[src/rtl/led_band_scan_sequencer.sv]
// led_band_scan_sequencer: shifts one angle's LED column out bit by bit, then latches it.
// Optional tick buffering is enabled by defining LED_BAND_SEQ_PENDING_EN.
module led_band_scan_sequencer #(
    parameter int NB_LED_COLUMN = 32,
    parameter int BIT_PER_COLOR = 8,
    parameter int NB_0_LSB = 1,
    parameter int NB_ANGLES = 128,
    parameter int SCLK_DIV = 2,
    parameter int LAT_CYCLES = 4,
    localparam int BW = BIT_PER_COLOR + NB_0_LSB,
    localparam int RW = NB_LED_COLUMN > 1 ? $clog2(NB_LED_COLUMN) : 1,
    localparam int SW = BW > 1 ? $clog2(BW) : 1,
    localparam int AW = NB_ANGLES > 1 ? $clog2(NB_ANGLES) : 1,
    localparam int PW = $clog2(2 * SCLK_DIV),
    localparam int LW = LAT_CYCLES > 1 ? $clog2(LAT_CYCLES) : 1
) (
    input  logic          clk,
    input  logic          rst,
    input  logic          angle_tick,
    input  logic          index,
    output logic          SCLK,
    output logic          LAT,
    output logic [AW-1:0] angle,
    output logic [RW-1:0] row,
    output logic [1:0]    color,
    output logic [SW-1:0] bit_sel,
    output logic          new_frame,
    output logic          busy,
    output logic          overrun
);
    typedef enum logic [1:0] {IDLE, SHIFT, LATCH} state_t;

    state_t        state, state_n;
    logic [PW-1:0] phase, phase_n;
    logic [LW-1:0] lat_cnt, lat_n;
    logic [RW-1:0] row_n;
    logic [1:0]    color_n;
    logic [SW-1:0] bit_n;
    logic [AW-1:0] angle_n;
    logic          frame_n, seen, seen_n, ovr_n, start;
    logic          last_bit, wrap_phase, exit_latch, tick_busy;

    assign SCLK       = state == SHIFT && phase >= PW'(SCLK_DIV);
    assign LAT        = state == LATCH;
    assign busy       = state != IDLE;
    assign last_bit   = row == '0 && color == 2'd0 && bit_sel == '0;
    assign wrap_phase = phase == PW'(2 * SCLK_DIV - 1);
    assign exit_latch = state == LATCH && lat_cnt == LW'(LAT_CYCLES - 1);
    assign tick_busy  = angle_tick && busy;

`ifdef LED_BAND_SEQ_PENDING_EN
    logic pend, pend_n;
    assign start = angle_tick || pend;
    always_ff @(posedge clk or negedge rst)
        if (!rst) pend <= 1'b0;
        else      pend <= pend_n;
`else
    assign start = angle_tick;
`endif

    always_ff @(posedge clk or negedge rst) begin
        if (!rst) begin
            state     <= IDLE;
            phase     <= '0;
            lat_cnt   <= '0;
            row       <= RW'(NB_LED_COLUMN - 1);
            color     <= 2'd2;
            bit_sel   <= SW'(BW - 1);
            angle     <= '0;
            new_frame <= 1'b0;
            seen      <= 1'b0;
            overrun   <= 1'b0;
        end else begin
            state     <= state_n;
            phase     <= phase_n;
            lat_cnt   <= lat_n;
            row       <= row_n;
            color     <= color_n;
            bit_sel   <= bit_n;
            angle     <= angle_n;
            new_frame <= frame_n;
            seen      <= seen_n;
            overrun   <= ovr_n;
        end
    end

    always_comb begin
        state_n = state;
        phase_n = phase;
        lat_n   = lat_cnt;
        row_n   = row;
        color_n = color;
        bit_n   = bit_sel;
        angle_n = angle;
        frame_n = 1'b0;
        seen_n  = seen || index;
`ifdef LED_BAND_SEQ_PENDING_EN
        ovr_n  = overrun || (tick_busy && pend);
        pend_n = pend || tick_busy;
`else
        ovr_n = overrun || tick_busy;
`endif
        case (state)
            IDLE: if (start) begin
                state_n = SHIFT;
                phase_n = '0;
`ifdef LED_BAND_SEQ_PENDING_EN
                pend_n  = 1'b0;
`endif
            end
            SHIFT: begin
                phase_n = wrap_phase ? '0 : phase + 1'b1;
                // bit pointer moves only at phase wrap so data is stable a full low half-period
                if (wrap_phase && last_bit) begin
                    state_n = LATCH;
                    lat_n   = '0;
                    row_n   = RW'(NB_LED_COLUMN - 1);
                    color_n = 2'd2;
                    bit_n   = SW'(BW - 1);
                end else if (wrap_phase) begin
                    bit_n   = bit_sel == '0 ? SW'(BW - 1) : bit_sel - 1'b1;
                    color_n = bit_sel != '0 ? color : color == 2'd0 ? 2'd2 : color - 1'b1;
                    row_n   = (bit_sel == '0 && color == 2'd0) ? row - 1'b1 : row;
                end
            end
            LATCH: begin
                lat_n = lat_cnt + 1'b1;
                if (exit_latch) begin
                    state_n = IDLE;
                    angle_n = (seen || index || angle == AW'(NB_ANGLES - 1)) ? '0 : angle + 1'b1;
                    frame_n = angle_n == '0;
                    seen_n  = 1'b0;
                end
            end
            default: state_n = IDLE;
        endcase
    end
endmodule

[config.mk]
export PLATFORM = sky130hd
export DESIGN_NAME = led_band_scan_sequencer
export DESIGN_NICKNAME = d
export VERILOG_FILES = /design/src/rtl/led_band_scan_sequencer.sv
export SDC_FILE = /design/constraint.sdc
export NUM_CORES = 1
export LEC_CHECK = 0
export CAP_MARGIN = 20
export CELL_PAD_IN_SITES_DETAIL_PLACEMENT = 0
export CELL_PAD_IN_SITES_GLOBAL_PLACEMENT = 1
export CORE_UTILIZATION = 40
export DETAILED_ROUTE_END_ITERATION = 7
export PLACE_DENSITY = 0.77
export SLEW_MARGIN = 0
export SYNTH_ARGS = -nofsm -noshare
export SYNTH_HDL_FRONTEND = slang
export SYNTH_SLANG_ARGS = --single-unit
[constraint.sdc]
create_clock -name clk -period 2 [get_ports clk]
set_input_delay 0.2 -clock clk [delete_from_list [all_inputs] [get_ports clk]]
set_output_delay 0.2 -clock clk [all_outputs]
set_load 0.01 [all_outputs]
==> flow_metrics.env <==
export IMPL_postLayoutCoreUtil_pct=50.99
export IMPL_die_x_um=63.90
export IMPL_ys_ff_latch=27
export IMPL_final_layout_size_suffix_gt1_share_pct=12.22
export IMPL_first_iter_violations=39
export IMPL_seq_area_frac_synth_pct=44.65
export IMPL_worstPathCellList="inv_2 > nand2_1 > nor2_1 > clkdlybuf4s50_1"
export IMPL_netlist_area_um2=1533
export IMPL_synth_edff_count=0
export IMPL_clkLatencyLatePin_ns=0.27
export IMPL_drtAntennaViolNets=0
export IMPL_finalSetupTns_ns=0
export IMPL_syn_instance_count=154
export IMPL_syn_avg_cell_area_um2=9.953
export IMPL_grt_use_total_pct=17.32
export IMPL_htree_levels=1
export IMPL_max_stage_delay_ns=0.54
export IMPL_grt_pass1_vias=1208
export IMPL_area_delta_synth_final_pct=21.80
export IMPL_endpoint_kind="primary output"
export IMPL_dp_slack_ns=0.2898
export IMPL_rrSetupSlack_ns=0.27
export IMPL_firstDrtPassIters=6
export IMPL_dpl_hpwl_um=2284
export IMPL_antenna_found_initial=0
export IMPL_arrival_ns=1.64
export IMPL_slowest_stage="clkdlybuf4s50_1"
export IMPL_cts_hold_buf=0
export IMPL_portBuffers=26
export IMPL_cts_max_path_buffers=2
export IMPL_initial_utilization_pct=41.87
export IMPL_nNetsFinal=196
export IMPL_gp_congestion=0.8174
export IMPL_cts_sinks=27
export IMPL_tritoncts="built"
export IMPL_path_max_fanout=7
export IMPL_design_area_um2=1867
export IMPL_yosysUniqueCellTypes=46
export IMPL_path_clk_slew_ns=0.09
export IMPL_status="complete, no violations"
export IMPL_required_ns=1.80
export IMPL_grt_pass1_wl_um=5499
export IMPL_die_h_um=63.90
export IMPL_synthTopCellsByArea="dfrtp_1 33%, dfstp_2 12%, ha_1 9.0%, o21ai_0 4.2%, nand2_1 3.2%"
export IMPL_cts_setup_buffers=0
export IMPL_grt_start_max_net_pins=28
export IMPL_dieArea_um2=4083
export IMPL_crit_path_start_kind="register"
export IMPL_synth_top_cell_by_area="dfrtp_1"
export IMPL_p_total_mw=2.048
export IMPL_finalSetupViolCount=0
export IMPL_synth_top_area_share_pct=32.65
export IMPL_wirelength_um=3118
export IMPL_routedWlPerCell_um=13.68
export IMPL_place_area_um2=1822
export IMPL_tightest_slew_ns=0.3573
export IMPL_async_flop_share_pct=100.0
export IMPL_num_rows=22
export IMPL_hold_class="primary input to asynchronous set/reset pin"
export IMPL_clock_skew_ns=0.005591
export IMPL_slew_headroom_pct=75.93
export IMPL_fin_crit_ns=1.840
export IMPL_ir_drop_mv=0.7377
export IMPL_cts_root_buf="clkbuf_8"
export IMPL_drc=0
export IMPL_power_leakage_nw=0.7858
export IMPL_core_um2=3661
export IMPL_maxCapViolations=0
export IMPL_grt_setup_unrepaired="false"
export IMPL_io_pins=27
export IMPL_fmax_ghz=0.5434
export IMPL_antenna_cells=0
export IMPL_power_density_nw_per_um2=1097
export IMPL_synth_net_count=169
export IMPL_cts_resized=0
export IMPL_ys_warn_count=0
export IMPL_overflow=0
export IMPL_routed_via_density=5.351
export IMPL_synthFlopType="dfrtp_1"
export IMPL_finalWorstSetupSlack_ns=0.1598
export IMPL_via_count=1220
export IMPL_period_share_pct=92.01
export IMPL_slew_viol_final=0
export IMPL_cts_buffers=3
export IMPL_final_hold_viol_count=0
export IMPL_crit_type="register to primary output"
==> cells in the mapped netlist (2+ instances only) <==
cell,n
inv_1,10
buf_6,2
nand2b_1,2
nand3b_1,2
nand3_1,6
nor3_1,3
xor2_1,2
dfstp_2,7
or2_2,2
o41ai_1,2
a41oi_1,2
and3b_1,2
a21oi_1,4
dfrtp_1,20
a21o_1,2
a31o_2,2
ha_1,11
o21ai_0,13
nor2_1,12
nand2_1,13
and3_1,4
mux2_2,2
a31oi_1,4
nand4_1,2
nor2b_1,2
==> metal layers <==
layer	routed length, um	vias up	GRT usage (%)
met2	1474	23	29.39
met3	90	2	2.321
met5	0	-	0
met1	1530	583	22.54
li1	-	612	-
met4	22	0	5.966
==> kinds of logic after synthesis <==
logic type               after synthesis  synth area share [%]
flip-flops                            27                 44.65
AO/OA/AOI/OAI                         38                 17.06
multiplexers                           3                 2.122
AND/OR/NAND/NOR                       57                 20.49
XOR/XNOR                               3                 1.715
adder cells (fa/ha/maj)               11                 8.979
buffers and inverters                 15                 4.979
==> cells in the final DEF, fill, tap and decap left out, types with 3 or more instances in the layout <==
cell	count
clkdlybuf4s50_1	26
dfrtp_1	20
nand2_1	13
o21ai_0	13
nor2_1	12
ha_1	11
inv_1	9
dfstp_2	7
nand3_1	6
and3_1	4
a21oi_1	4
a31oi_1	4
nor3_1	3
clkbuf_8	3
==> final timing paths <==
path,end,from,cells after the start
worst max register to register,angle[5]$_DFFE_PN0P_,angle[0]$_DFFE_PN0P_,5
min in group clk,overrun$_DFF_PN0_,overrun$_DFF_PN0_,1
worst min-delay path,bit_sel[2]$_DFFE_PN0P_,rst,2
max in group asynchronous,row[4]$_DFFE_PN1P_,rst,2
worst min register to register,overrun$_DFF_PN0_,overrun$_DFF_PN0_,1
worst max-delay path,SCLK,state[1]$_DFFE_PN0P_,4
==> where the power goes <==
| group | switching (mW) | internal (mW) |
|---|---|---|
| clock | 0.164 | 0.142 |
| sequential | 0.169 | 0.737 |
| combinational | 0.394 | 0.442 |
| total | 0.727 | 1.32 |
==> sequential cells by signal, summed over array words and instances (netlist names) <==
| register | flops |
|---|---|
| row | 5 |
| new_frame | 1 |
| phase | 2 |
| angle | 7 |
| state | 2 |
| seen | 1 |
| color | 2 |
| bit_sel | 4 |
| lat_cnt | 2 |
| overrun | 1 |
==> stage by stage <==
stage | hold WS, ns | std cells
6_report | 0.3023 | 228
5_1_grt | 0.3206 | 228
4_1_cts | 0.3116 | 228
3_5_place_dp | 0.4474 | 224
3_3_place_gp | 0.4435 | 224
2_1_floorplan | -0.09559 | 154
==> layout make-up <==
| cell class | instances | area (um2) |
|---|---|---|
| inverter | 10 | 37.54 |
| clock buffer | 4 | 45.04 |
| sequential | 27 | 684.4 |
| tap | 48 | 60.06 |
| timing repair buffer | 27 | 267.8 |
| multi-input combinational | 112 | 772.0 |
| fill | 326 | 1794 |
==> critical path, delay by kind of cell, from the launching register on <==
family	cells	cell delay, ns
flops	1	0.46
simple gates	2	0.23
buf+inv	2	0.68
Power figures use the tool's default switching activity.
